--- src/rtl/uart_tx.sv ---
// uart_tx: 8N1 UART transmitter.
// A one-entry holding register accepts bytes over a valid/ready handshake while
// the current frame is shifted out LSB-first, so consecutive bytes go out
// back-to-back with no idle time between the stop bit and the next start bit.
module uart_tx #(
  parameter int CLKS_PER_BIT = 217
) (
  input  logic       i_Clock,
  input  logic       i_Reset,
  input  logic       i_TX_DV,
  input  logic [7:0] i_TX_Byte,
  output logic       o_TX_Ready,
  output logic       o_TX_Serial,
  output logic       o_TX_Active,
  output logic       o_TX_Done
);

  localparam int CNT_W = (CLKS_PER_BIT > 1) ? $clog2(CLKS_PER_BIT) : 1;
  localparam logic [CNT_W-1:0] LAST_CNT = CNT_W'(CLKS_PER_BIT - 1);

  typedef enum logic [1:0] {
    S_IDLE,
    S_START,
    S_DATA,
    S_STOP
  } state_t;

  state_t           r_State;
  logic [CNT_W-1:0] r_Clk_Count;
  logic [2:0]       r_Bit_Index;
  logic [7:0]       r_Shift;
  logic [7:0]       r_Hold;
  logic             r_Hold_Full;

  // The holding register being empty is exactly what "ready" means.
  assign o_TX_Ready = ~r_Hold_Full;

  // Holding register, bit timing and frame sequencing in one registered block.
  always_ff @(posedge i_Clock) begin
    if (i_Reset) begin
      r_State     <= S_IDLE;
      r_Clk_Count <= '0;
      r_Bit_Index <= '0;
      r_Shift     <= '0;
      r_Hold      <= '0;
      r_Hold_Full <= 1'b0;
      o_TX_Serial <= 1'b1;
      o_TX_Active <= 1'b0;
      o_TX_Done   <= 1'b0;
    end else begin
      o_TX_Done <= 1'b0;

      if (i_TX_DV && !r_Hold_Full) begin
        r_Hold      <= i_TX_Byte;
        r_Hold_Full <= 1'b1;
      end

      case (r_State)
        S_IDLE: begin
          r_Clk_Count <= '0;
          r_Bit_Index <= '0;
          o_TX_Serial <= 1'b1;
          if (r_Hold_Full) begin
            r_Shift     <= r_Hold;
            r_Hold_Full <= 1'b0;
            o_TX_Serial <= 1'b0;
            o_TX_Active <= 1'b1;
            r_State     <= S_START;
          end else begin
            o_TX_Active <= 1'b0;
          end
        end

        S_START: begin
          if (r_Clk_Count == LAST_CNT) begin
            r_Clk_Count <= '0;
            r_Bit_Index <= '0;
            o_TX_Serial <= r_Shift[0];
            r_State     <= S_DATA;
          end else begin
            r_Clk_Count <= r_Clk_Count + CNT_W'(1);
          end
        end

        S_DATA: begin
          if (r_Clk_Count == LAST_CNT) begin
            r_Clk_Count <= '0;
            if (r_Bit_Index == 3'd7) begin
              o_TX_Serial <= 1'b1;
              r_State     <= S_STOP;
            end else begin
              r_Bit_Index <= r_Bit_Index + 3'd1;
              o_TX_Serial <= r_Shift[r_Bit_Index + 3'd1];
            end
          end else begin
            r_Clk_Count <= r_Clk_Count + CNT_W'(1);
          end
        end

        S_STOP: begin
          if (r_Clk_Count == LAST_CNT) begin
            r_Clk_Count <= '0;
            r_Bit_Index <= '0;
            o_TX_Done   <= 1'b1;
            if (r_Hold_Full) begin
              r_Shift     <= r_Hold;
              r_Hold_Full <= 1'b0;
              o_TX_Serial <= 1'b0;
              r_State     <= S_START;
            end else begin
              o_TX_Serial <= 1'b1;
              o_TX_Active <= 1'b0;
              r_State     <= S_IDLE;
            end
          end else begin
            r_Clk_Count <= r_Clk_Count + CNT_W'(1);
          end
        end

        default: begin
          r_State     <= S_IDLE;
          o_TX_Serial <= 1'b1;
          o_TX_Active <= 1'b0;
        end
      endcase
    end
  end

endmodule

--- config.mk ---
export PLATFORM = sky130hd
export DESIGN_NAME = uart_tx
export DESIGN_NICKNAME = d
export VERILOG_FILES = /design/src/rtl/uart_tx.sv
export SDC_FILE = /design/constraint.sdc
export NUM_CORES = 1
export LEC_CHECK = 0
export CORE_ASPECT_RATIO = 0.6
export CORE_UTILIZATION = 56
export CTS_CLUSTER_SIZE = 12
export DETAILED_ROUTE_END_ITERATION = 12
export GPL_ROUTABILITY_DRIVEN = 0
export HOLD_SLACK_MARGIN = 0.08
export PLACE_DENSITY_LB_ADDON = 0.08
export SLEW_MARGIN = 20
export SYNTH_ARGS = -nofsm -noshare
export SYNTH_HDL_FRONTEND = slang
export SYNTH_SLANG_ARGS = --single-unit
--- constraint.sdc ---
create_clock -name i_Clock -period 2 [get_ports i_Clock]
set_clock_uncertainty 0.15 [all_clocks]
set_input_delay 0.6 -clock i_Clock [delete_from_list [all_inputs] [get_ports i_Clock]]
set_output_delay 0.6 -clock i_Clock [all_outputs]
set_load 0.1 [all_outputs]
==> impl_results.md <==
- Width of the die: just over 70 um
- Initial antenna violation count: 0
- Worst path bufs/invs: 1
- CTS tree: yes
- Final worst-path cycle share: a little over nine tenths
- Unique masters post-synth: 33
- FP Rows: 14
- Die Height: approximately 43 um
- Top post-synthesis cells by area: dfxtp_1 (42%), nand2b_1 (7.1%), ha_1 (6.3%), mux2i_1 (6.3%), nand2_1 (5.5%)
- # fillers: 181
- Total power: 2.13 mW
- Final setup vio count: 0
- Fin. max-slew vios: 0
- Max-cap violations: 0
- Mapped Nets: 198
- Starting Density: between 60% and 70%
- Synth area leader: dfxtp_1
- Slew @ Worst Pin: 416 ps
- Area of the multi-input gates: between 800 and 900 um2
- Pleak: about 0.71 nW
- Area fraction of the dominant cell type after synthesis: 41.8%
- Xor and xnor area share after synthesis: 3.33%
- Critical Path AT: ~1900 ps
- H-Tree Depth: 2
- WL final: approximately 3300 um
- Status: completed
- Clock-pin slew of the registers on the worst-case setup and hold paths: ~60 ps
- GRT Overall Usage: 24.1%
- FMAX: about 530 MHz
- Fraction of the mapped netlist area in adder cells: 6.34%
- Later-pin clock latency in the skew report: approximately 280 ps
- Fin util: about 74%
- I/O Pins: 15
- Syn avg cell area: a little under 9 um2
- Crit Path Max Fanout: 12
- Main combinational cell family by area after synthesis: simple AND/OR/NAND/NOR gates
- Unrepaired setup endpoints after global routing: false
- Post-Layout Cell Count: between 200 and 250
- Worst setup EP type: flip-flop
- Hold crit path type: reg -> reg
- Vias in the first global route: 1,207
- Most frequent cells in the layout: dfxtp_1 (31), nand2_1 (23), nand2b_1 (18)
- Drt first pass iters: 4
- Clock Tree Root: clkbuf_8
- Cell Pwr Density: around 1100 nW/um2
- CP max stage delay: 520 ps
- CP Launch Type: flip-flop
- Critical-path cell list: inv_1 -> ha_1 -> nor3_2 -> a21oi_2 -> or4b_1 -> a21oi_1
- Layout cells sized above 1: between 10% and 20%
- Sequential fraction of the synthesis area: a little over two fifths
- Req. time, crit path: ~2100 ps
- CORE AREA: between 2000 and 3000 um2
- Antenna Cells: 0
- Crit-path slowest cell: or4b_1
- TritonCTS Sinks: 33
- Synth Area in Simple Gates: between 20% and 30%
- FF+latch count, synth: 33
- TritonCTS buffer count: 5
- Iter 0 DRT Violations: 66
- Synth Flop Type: dfxtp_1
- Placed cells: roughly 230
- Most common cell after layout, fill and taps aside: dfxtp_1
- Total congestion overflow: 0
- Largest net degree at the start of global routing: 30
- Post-synthesis async set-or-reset flop share: 0%
- Routed vias: around 1,300
- Wire length per cell: 13.9 um
- Compound-Gate Fraction of Synth Area: around a tenth
- FF/Latch Area: between 600 and 700 um2
- Min Tclk post-route: 1870 ps
- Post-Syn Area: about 1600 um2
- Kind of critical path: reg -> reg
- Die area: around 3000 um2
- Cells after Synth: roughly 180
- Vias per cell: roughly 5.4
- Net count, final: 220
- Mux share of post-synthesis cell area: under 10%
- Final hold vios: 0
- Max Root-Sink Buffers: 2
- Peak VDD IR: ~0.53 mV
- WHS: about 310 ps
- IO buf count: 14
- # DRC: 0
- Antenna-violating nets left: 0
- First-pass GRT wire length: approximately 5400 um
- Number of synthesized flops with an enable pin: 0
- Final TNS setup: 0 ps
- Area grow syn2layout: 20.8%
- Max_slew headroom: between 70% and 80%
- Cell family with most CP delay: simple AND/OR/NAND/NOR gates
- Yosys warns: 0
- HPWL after detailed placement: roughly 2400 um
-- registers in the layout (all words and copies together) (netlist names) --
signal	count
r_Bit_Index	3
o_TX_Done	1
r_Shift	8
o_TX_Serial	1
r_Clk_Count	8
r_Hold	8
o_TX_Active	1
r_Hold_Full	1
r_State	2
-- area by class of cell --
type	count	area share, %
clock buffer	6	3.81
clock inverter	2	0.525
tap	32	2.10
timing repair buffer	21	12.2
multi-input combinational	133	45.2
sequential	33	34.8
inverter	7	1.38
-- per-stage QoR --
stage,cell area (um2),setup slack (ps)
after floorplan,1580,242
after global placement,1810,131
after detailed placement,1810,72.1
after CTS,1900,73.9
after global routing,1910,9.27
final,1910,126
-- timing repair --
item,in CTS,in global routing
endpoints found under the setup margin,0,1
hold buffers,0,0
setup buffers,0,0
gates resized for setup,0,4
-- where the power goes --
part	internal [mW]	total [mW]	switching, mW
logic	0.339	0.847	0.509
clock network	0.241	0.475	0.234
registers	0.738	0.811	0.0731
total	1.32	2.13	0.816
-- final timing paths --
check                               start                      end  slack, ps  cells past startpoint
setup / recovery  r_State[1]$_SDFFE_PP0P_  r_State[0]$_SDFFE_PP0P_        130                      6
hold / removal     r_Hold[6]$_SDFFE_PP0P_   r_Hold[6]$_SDFFE_PP0P_        310                      2
setup reg to reg  r_State[1]$_SDFFE_PP0P_  r_State[0]$_SDFFE_PP0P_        130                      6
hold reg to reg    r_Hold[6]$_SDFFE_PP0P_   r_Hold[6]$_SDFFE_PP0P_        310                      2
-- cell families (layout without fill, tap and decap cells) --
kind of cell | count (synthesis) | in the layout
flops | 33 | 33
mux | 11 | 11
fa+ha+maj | 8 | 8
xor+xnor | 6 | 6
buf+inv | 13 | 36
compound gates | 28 | 28
simple gates | 80 | 80
-- worst min-delay path: cells and delay by family (launching register included) --
family / cells / cell delay (ps)
flip-flops: 1 / 310
AND/OR/NAND/NOR: 1 / 50
AO/OA/AOI/OAI: 1 / 50
-- routing by layer --
metal	GRT usage, %	share of wire [%]	vias up
met3	5.70	4.0	7
li1	-	-	644
met2	37.9	44	29
met5	0	0	-
met4	12.4	1.8	0
met1	31.4	50	579
-- cells in the mapped netlist, types with 2 or more instances --
library cell	count
dfxtp_1	33
nand3_1	2
ha_1	8
clkbuf_1	4
and3_1	2
inv_1	7
nor2_1	16
nor3_1	3
mux2i_1	10
o21ai_0	4
a22oi_1	3
nand2b_1	18
xnor2_1	4
nand2_1	23
nand3b_1	2
or3_1	3
a21oi_1	14
and2_1	2
nor2b_1	5
xor2_1	2
buf_6	2
Note: power is estimated with default switching activity, not from simulation.
